File: src/rtl/aes_ct_uart_streamer.sv
`default_nettype none
// ============================================================================
// Module   : aes_ct_uart_streamer
// Purpose  : Captures AES ciphertext on core completion and streams it as an
//            8N1 UART frame (sync byte + 16 ciphertext bytes, MSB byte first).
// Revision : 1.0 - initial release
// ============================================================================
module aes_ct_uart_streamer #(
    parameter int          CLKS_PER_BIT = 104,
    parameter logic [7:0]  SYNC_BYTE    = 8'hA5
) (
    input  logic         clk,
    input  logic         rst,
    input  logic         busy_i,
    input  logic [127:0] data_i,
    output logic         tx_o,
    output logic         tx_busy_o,
    output logic         overrun_o,
    output logic [7:0]   frame_count_o
);

    localparam logic [1:0]  c_IDLE      = 2'd0;
    localparam logic [1:0]  c_START     = 2'd1;
    localparam logic [1:0]  c_DATA      = 2'd2;
    localparam logic [1:0]  c_STOP      = 2'd3;
    localparam logic [15:0] c_BAUD_LAST = 16'(CLKS_PER_BIT - 1);
    localparam logic [4:0]  c_LAST_BYTE = 5'd16;

    logic [1:0]   r_state;
    logic [1:0]   w_state_next;
    logic         r_busy_d;
    logic [15:0]  r_baud_cnt;
    logic [2:0]   r_bit_idx;
    logic [4:0]   r_byte_idx;
    logic [127:0] r_shift;
    logic         r_tx;
    logic         r_tx_busy;
    logic         r_overrun;
    logic         r_frame_done;
    logic [7:0]   r_frame_count;

    logic         w_complete;
    logic         w_accept;
    logic         w_baud_done;
    logic [7:0]   w_cur_byte;
    logic         w_tx_next;
    logic         w_frame_done;

    // Acceptance looks at the registered busy flag, so the cycle in which the
    // FSM has already returned to IDLE still counts as busy.
    assign w_complete  = r_busy_d & ~busy_i;
    assign w_accept    = w_complete & ~r_tx_busy & (r_state == c_IDLE);
    assign w_baud_done = (r_baud_cnt == c_BAUD_LAST);
    assign w_cur_byte  = (r_byte_idx == 5'd0) ? SYNC_BYTE : r_shift[127:120];

    always_ff @(posedge clk) begin
        if (rst) begin
            r_state <= c_IDLE;
        end else begin
            r_state <= w_state_next;
        end
    end

    always_comb begin
        w_state_next = r_state;
        case (r_state)
            c_IDLE:  if (w_accept)    w_state_next = c_START;
            c_START: if (w_baud_done) w_state_next = c_DATA;
            c_DATA:  if (w_baud_done && (r_bit_idx == 3'd7)) w_state_next = c_STOP;
            c_STOP:  if (w_baud_done) w_state_next = (r_byte_idx < c_LAST_BYTE) ? c_START : c_IDLE;
            default: w_state_next = c_IDLE;
        endcase
    end

    always_comb begin
        w_tx_next    = 1'b1;
        w_frame_done = 1'b0;
        case (r_state)
            c_START: w_tx_next = 1'b0;
            c_DATA:  w_tx_next = w_cur_byte[r_bit_idx];
            c_STOP:  w_frame_done = w_baud_done && (r_byte_idx == c_LAST_BYTE);
            default: w_tx_next = 1'b1;
        endcase
    end

    always_ff @(posedge clk) begin
        if (rst) begin
            r_busy_d      <= 1'b0;
            r_baud_cnt    <= 16'd0;
            r_bit_idx     <= 3'd0;
            r_byte_idx    <= 5'd0;
            r_shift       <= 128'd0;
            r_tx          <= 1'b1;
            r_tx_busy     <= 1'b0;
            r_overrun     <= 1'b0;
            r_frame_done  <= 1'b0;
            r_frame_count <= 8'd0;
        end else begin
            r_busy_d     <= busy_i;
            r_tx         <= w_tx_next;
            r_tx_busy    <= (r_state != c_IDLE);
            r_overrun    <= w_complete & ~w_accept;
            r_frame_done <= w_frame_done;
            if (r_frame_done) begin
                r_frame_count <= r_frame_count + 8'd1;
            end

            if ((r_state == c_IDLE) || w_baud_done || (r_state != w_state_next)) begin
                r_baud_cnt <= 16'd0;
            end else begin
                r_baud_cnt <= r_baud_cnt + 16'd1;
            end

            if ((r_state == c_START) && w_baud_done) begin
                r_bit_idx <= 3'd0;
            end else if ((r_state == c_DATA) && w_baud_done) begin
                r_bit_idx <= r_bit_idx + 3'd1;
            end

            if (w_accept) begin
                r_byte_idx <= 5'd0;
                r_shift    <= data_i;
            end else if ((r_state == c_STOP) && w_baud_done && (r_byte_idx < c_LAST_BYTE)) begin
                r_byte_idx <= r_byte_idx + 5'd1;
                if (r_byte_idx != 5'd0) begin
                    r_shift <= {r_shift[119:0], 8'd0};
                end
            end
        end
    end

    assign tx_o          = r_tx;
    assign tx_busy_o     = r_tx_busy;
    assign overrun_o     = r_overrun;
    assign frame_count_o = r_frame_count;

endmodule
`default_nettype wire

File: config.mk
export PLATFORM = sky130hd
export DESIGN_NAME = aes_ct_uart_streamer
export DESIGN_NICKNAME = d
export VERILOG_FILES = /design/src/rtl/aes_ct_uart_streamer.sv
export SDC_FILE = /design/constraint.sdc
export NUM_CORES = 1
export LEC_CHECK = 0
export BUFFER_PORTS_ARGS = -buffer_cell sky130_fd_sc_hd__buf_2
export CORE_MARGIN = 2
export CORE_UTILIZATION = 60
export CTS_CLUSTER_DIAMETER = 120
export CTS_CLUSTER_SIZE = 25
export DETAILED_ROUTE_END_ITERATION = 16
export GPL_ROUTABILITY_DRIVEN = 1
export PLACE_DENSITY_LB_ADDON = 0.1
export SYNTH_ARGS = -nofsm -noshare
export SYNTH_HDL_FRONTEND = slang
export SYNTH_SLANG_ARGS = --single-unit
export TNS_END_PERCENT = 10
File: constraint.sdc
create_clock -name clk -period 5.1 [get_ports clk]
set_input_delay 0.255 -clock clk [delete_from_list [all_inputs] [get_ports clk]]
set_output_delay 0.255 -clock clk [all_outputs]
set_load 0.01 [all_outputs]
==> impl_metrics.yaml <==
timing:
  drv_slew: 0
  setup_tns_ns: 0
  fmax_mhz: 360
  tightestPinTransition_ns: 1.12
  setup_viol: 0
  finalCritPeriodShare: 0.544
  rsz0062_at_grt: "no"
  fin_crit_ns: 2.78
  slew_headroom: 0.256
  hold_slack_ns: 0.0464
  hold_violations: 0
  fin_skew_ns: 0.00815
grt:
  grt_pass1_vias: 6114
  antenna_found_initial: 0
  grt_start_max_net_pins: 121
  grt_pass1_wl_um: 29300
  grt_remaining_overflow: 0
  grt.total_usage: 0.267
synth:
  postSynthCellCount: 931
  netlist_area_sq_um: 7570
  yosys_warnings: 0
  synth_edf_count: 0
  ys_seq_elements: 167
  synth-seq-area-share: 0.442
  syn_avg_cell_area_sq_um: 8.13
  synth.distinct_cells: 51
  syn-num-nets: 1068
  async_flop_share: 0
  synth_top_flop_cell: "dfxtp_1"
critical_path:
  r2r_start: "r_state[1]$_SDFF_PP0_"
  startpoint_type: "flip-flop"
  crit_start: "r_state[1]$_SDFF_PP0_"
  reg2regPathDepth: 5
  r2r_setup_slack_ns: 2.32
  arrival_ns: 3.11
  regToRegEndpoint: "r_shift[34]$_SDFFE_PP0P_"
  crit_chain: "nor4b_4, nor3b_4, buf_4, nand2_1, o211ai_1"
  cp_max_fo: 109
  required_ns: 5.44
  setup.worst_path.end_class: "flip-flop"
  crit_type: "flip-flop to flip-flop"
  max_stage_delay_ns: 0.90
  crit_slowest_cell: "buf_4"
drt:
  met1Wirelength_um: 8840
  detail-route-antenna-nets: 0
  top_layer: "met4"
  drtPass1Iterations: 6
  wirelength_um: 18100
  wl_met2_um: 7980
  vias: 6968
  routed-wl-met3_um: 1150
  vias_per_cell: 5.85
  route.detailed.drc: 0
  wl_per_cell_um: 15.2
  drt-initial-drc-count: 829
clock_tree:
  root_buffer: "clkbuf_16"
  h-tree-depth: 4
  cts.clk_slew.worst_paths_ns: 0.06
  clk_latency_ns: 0.42
  cts-resized-gates: 0
  clockBufferDepth: 2
  cts_tree: "built"
  cts_buffers: 17
  cts-hold-fix-buffers: 0
  cts.sinks: 167
  post_cts_buffers: 0
finish:
  multi_input_area_sq_um: 3790
  final_cell_mix: "nand2_1, dfxtp_1, buf_2"
  seqCellArea_sq_um: 3340
  final_common_cell: "nand2_1"
  layout.nets: 1143
  n_fill_cell: 1045
  drive_above_1_share: 0.186
  syn2layout_area_growth_pct: 15.1
  diodes: 0
place:
  place_congestion: 0.878
  post-dp-hpwl_um: 11000
  numPortBuffers: 141
worst_hold_path:
  holdPathStages: 3
  hold_end: "r_shift[123]$_SDFFE_PP0P_"
  min_path_type: "input pin to flip-flop"
  worstHoldStart: "data_i[123]"
floorplan:
  die_y_um: 116
  core_sq_um: 12500
  initial_core_util: 0.607
  placementRows: 41
  die_area_sq_um: 13500
  die_w_um: 116
  ios: 142
outcome:
  status: "finished clean"
pwr:
  power.leakage_nw: 3.00
  total_power_w: 0.00273
  power_density_nw_per_um2: 313
  irDropWorstVdd_uv: 230
flow_run:
  cap_violations: 0
==> flip-flops by register name (all words and copies together), names as in the netlist <==
register,flops
r_shift,128
r_baud_cnt,16
frame_count_o,8
r_byte_idx,5
r_bit_idx,3
r_state,2
overrun_o,1
r_busy_d,1
r_frame_done,1
tx_busy_o,1
tx_o,1
==> cell usage after synthesis (2+ instances only) <==
library cell  count  area, sq um
o21ai_1           4         20.0
and3_1            4         25.0
mux2i_1           4         40.0
ha_1              6         75.1
o21ai_0           3         15.0
o211ai_1        128          961
and3b_1           2         17.5
nor3_1            3         15.0
buf_6             2         22.5
nand2b_1          2         12.5
o311ai_1          3         26.3
a21oi_1          17         85.1
buf_4             2         15.0
dfxtp_1         167         3340
nor2_1           27          101
nor4_1            2         12.5
and2_1            3         18.8
nand2_1         257          965
xnor2_1           2         17.5
xor2_1           16          140
nor3b_1           2         15.0
and4_1            5         43.8
nand4_1         134          838
clkbuf_1         33          124
nand3_1          13         65.1
inv_1             7         26.3
buf_1             2         7.51
or3_1             4         25.0
mux2_2            2         22.5
nor2b_1           2         12.5
buf_2            53          265
==> worst max path at each step <==
stage / end / cells past startpoint
after floorplan: r_shift[66]$_SDFFE_PP0P_ / 8
after global placement: r_shift[103]$_SDFFE_PP0P_ / 5
after detailed placement: r_shift[103]$_SDFFE_PP0P_ / 5
after CTS: r_shift[103]$_SDFFE_PP0P_ / 5
after global routing: r_shift[78]$_SDFFE_PP0P_ / 5
final: r_shift[34]$_SDFFE_PP0P_ / 5
==> where the power goes <==
group	leakage [nW]	internal [W]	switching, W	total, W
clock	0.285	0.000711	0.000496	0.00121
combinational	1.36	0.0000664	0.0000913	0.000158
sequential	1.35	0.00134	0.0000216	0.00136
total	3.00	0.00212	0.000609	0.00273
==> per-layer routing <==
metal | GRT usage | vias up
met4 | 0.0651 | 0
met2 | 0.394 | 208
li1 | - | 3528
met1 | 0.395 | 3219
met3 | 0.0628 | 13
met5 | 0 | -
==> cell type report <==
cell class,instances,area share
Clock inverter,7,0.00474
Multi-Input combinational cell,664,0.435
Tap cell,172,0.0247
Inverter,8,0.00344
Sequential cell,167,0.384
Timing Repair Buffer,148,0.0884
Clock buffer,25,0.0603
==> logic make-up (layout without fill, tap and decap cells) <==
kind of cell | count (synthesis) | count (layout) | synth area share
AND/OR/NAND/NOR | 473 | 473 | 0.305
flip-flops | 167 | 167 | 0.442
AO/OA/AOI/OAI | 161 | 161 | 0.153
buffers and inverters | 100 | 188 | 0.0613
XOR/XNOR | 18 | 18 | 0.0208
adder cells (fa/ha/maj) | 6 | 6 | 0.00991
multiplexers | 6 | 6 | 0.00826
==> per-stage QoR <==
step,cell area [sq um],utilization,worst slack (ns),cells
6_report,8720,0.699,2.32,1191
5_1_grt,8720,0.699,2.05,1191
4_1_cts,8720,0.699,2.32,1191
3_5_place_dp,8150,0.654,2.36,1159
3_3_place_gp,8150,0.654,2.40,1159
2_1_floorplan,7570,-,3.43,931
==> worst max-delay path: cells and delay by family, from the launching register on <==
family / cells / cell delay [ns]
and+or+nand+nor: 3 / 1.11
AOI/OAI and AO/OA: 1 / 0.14
DFF: 1 / 0.46
buffers and inverters: 1 / 0.90
No activity file was read; power rests on OpenSTA's default activity.
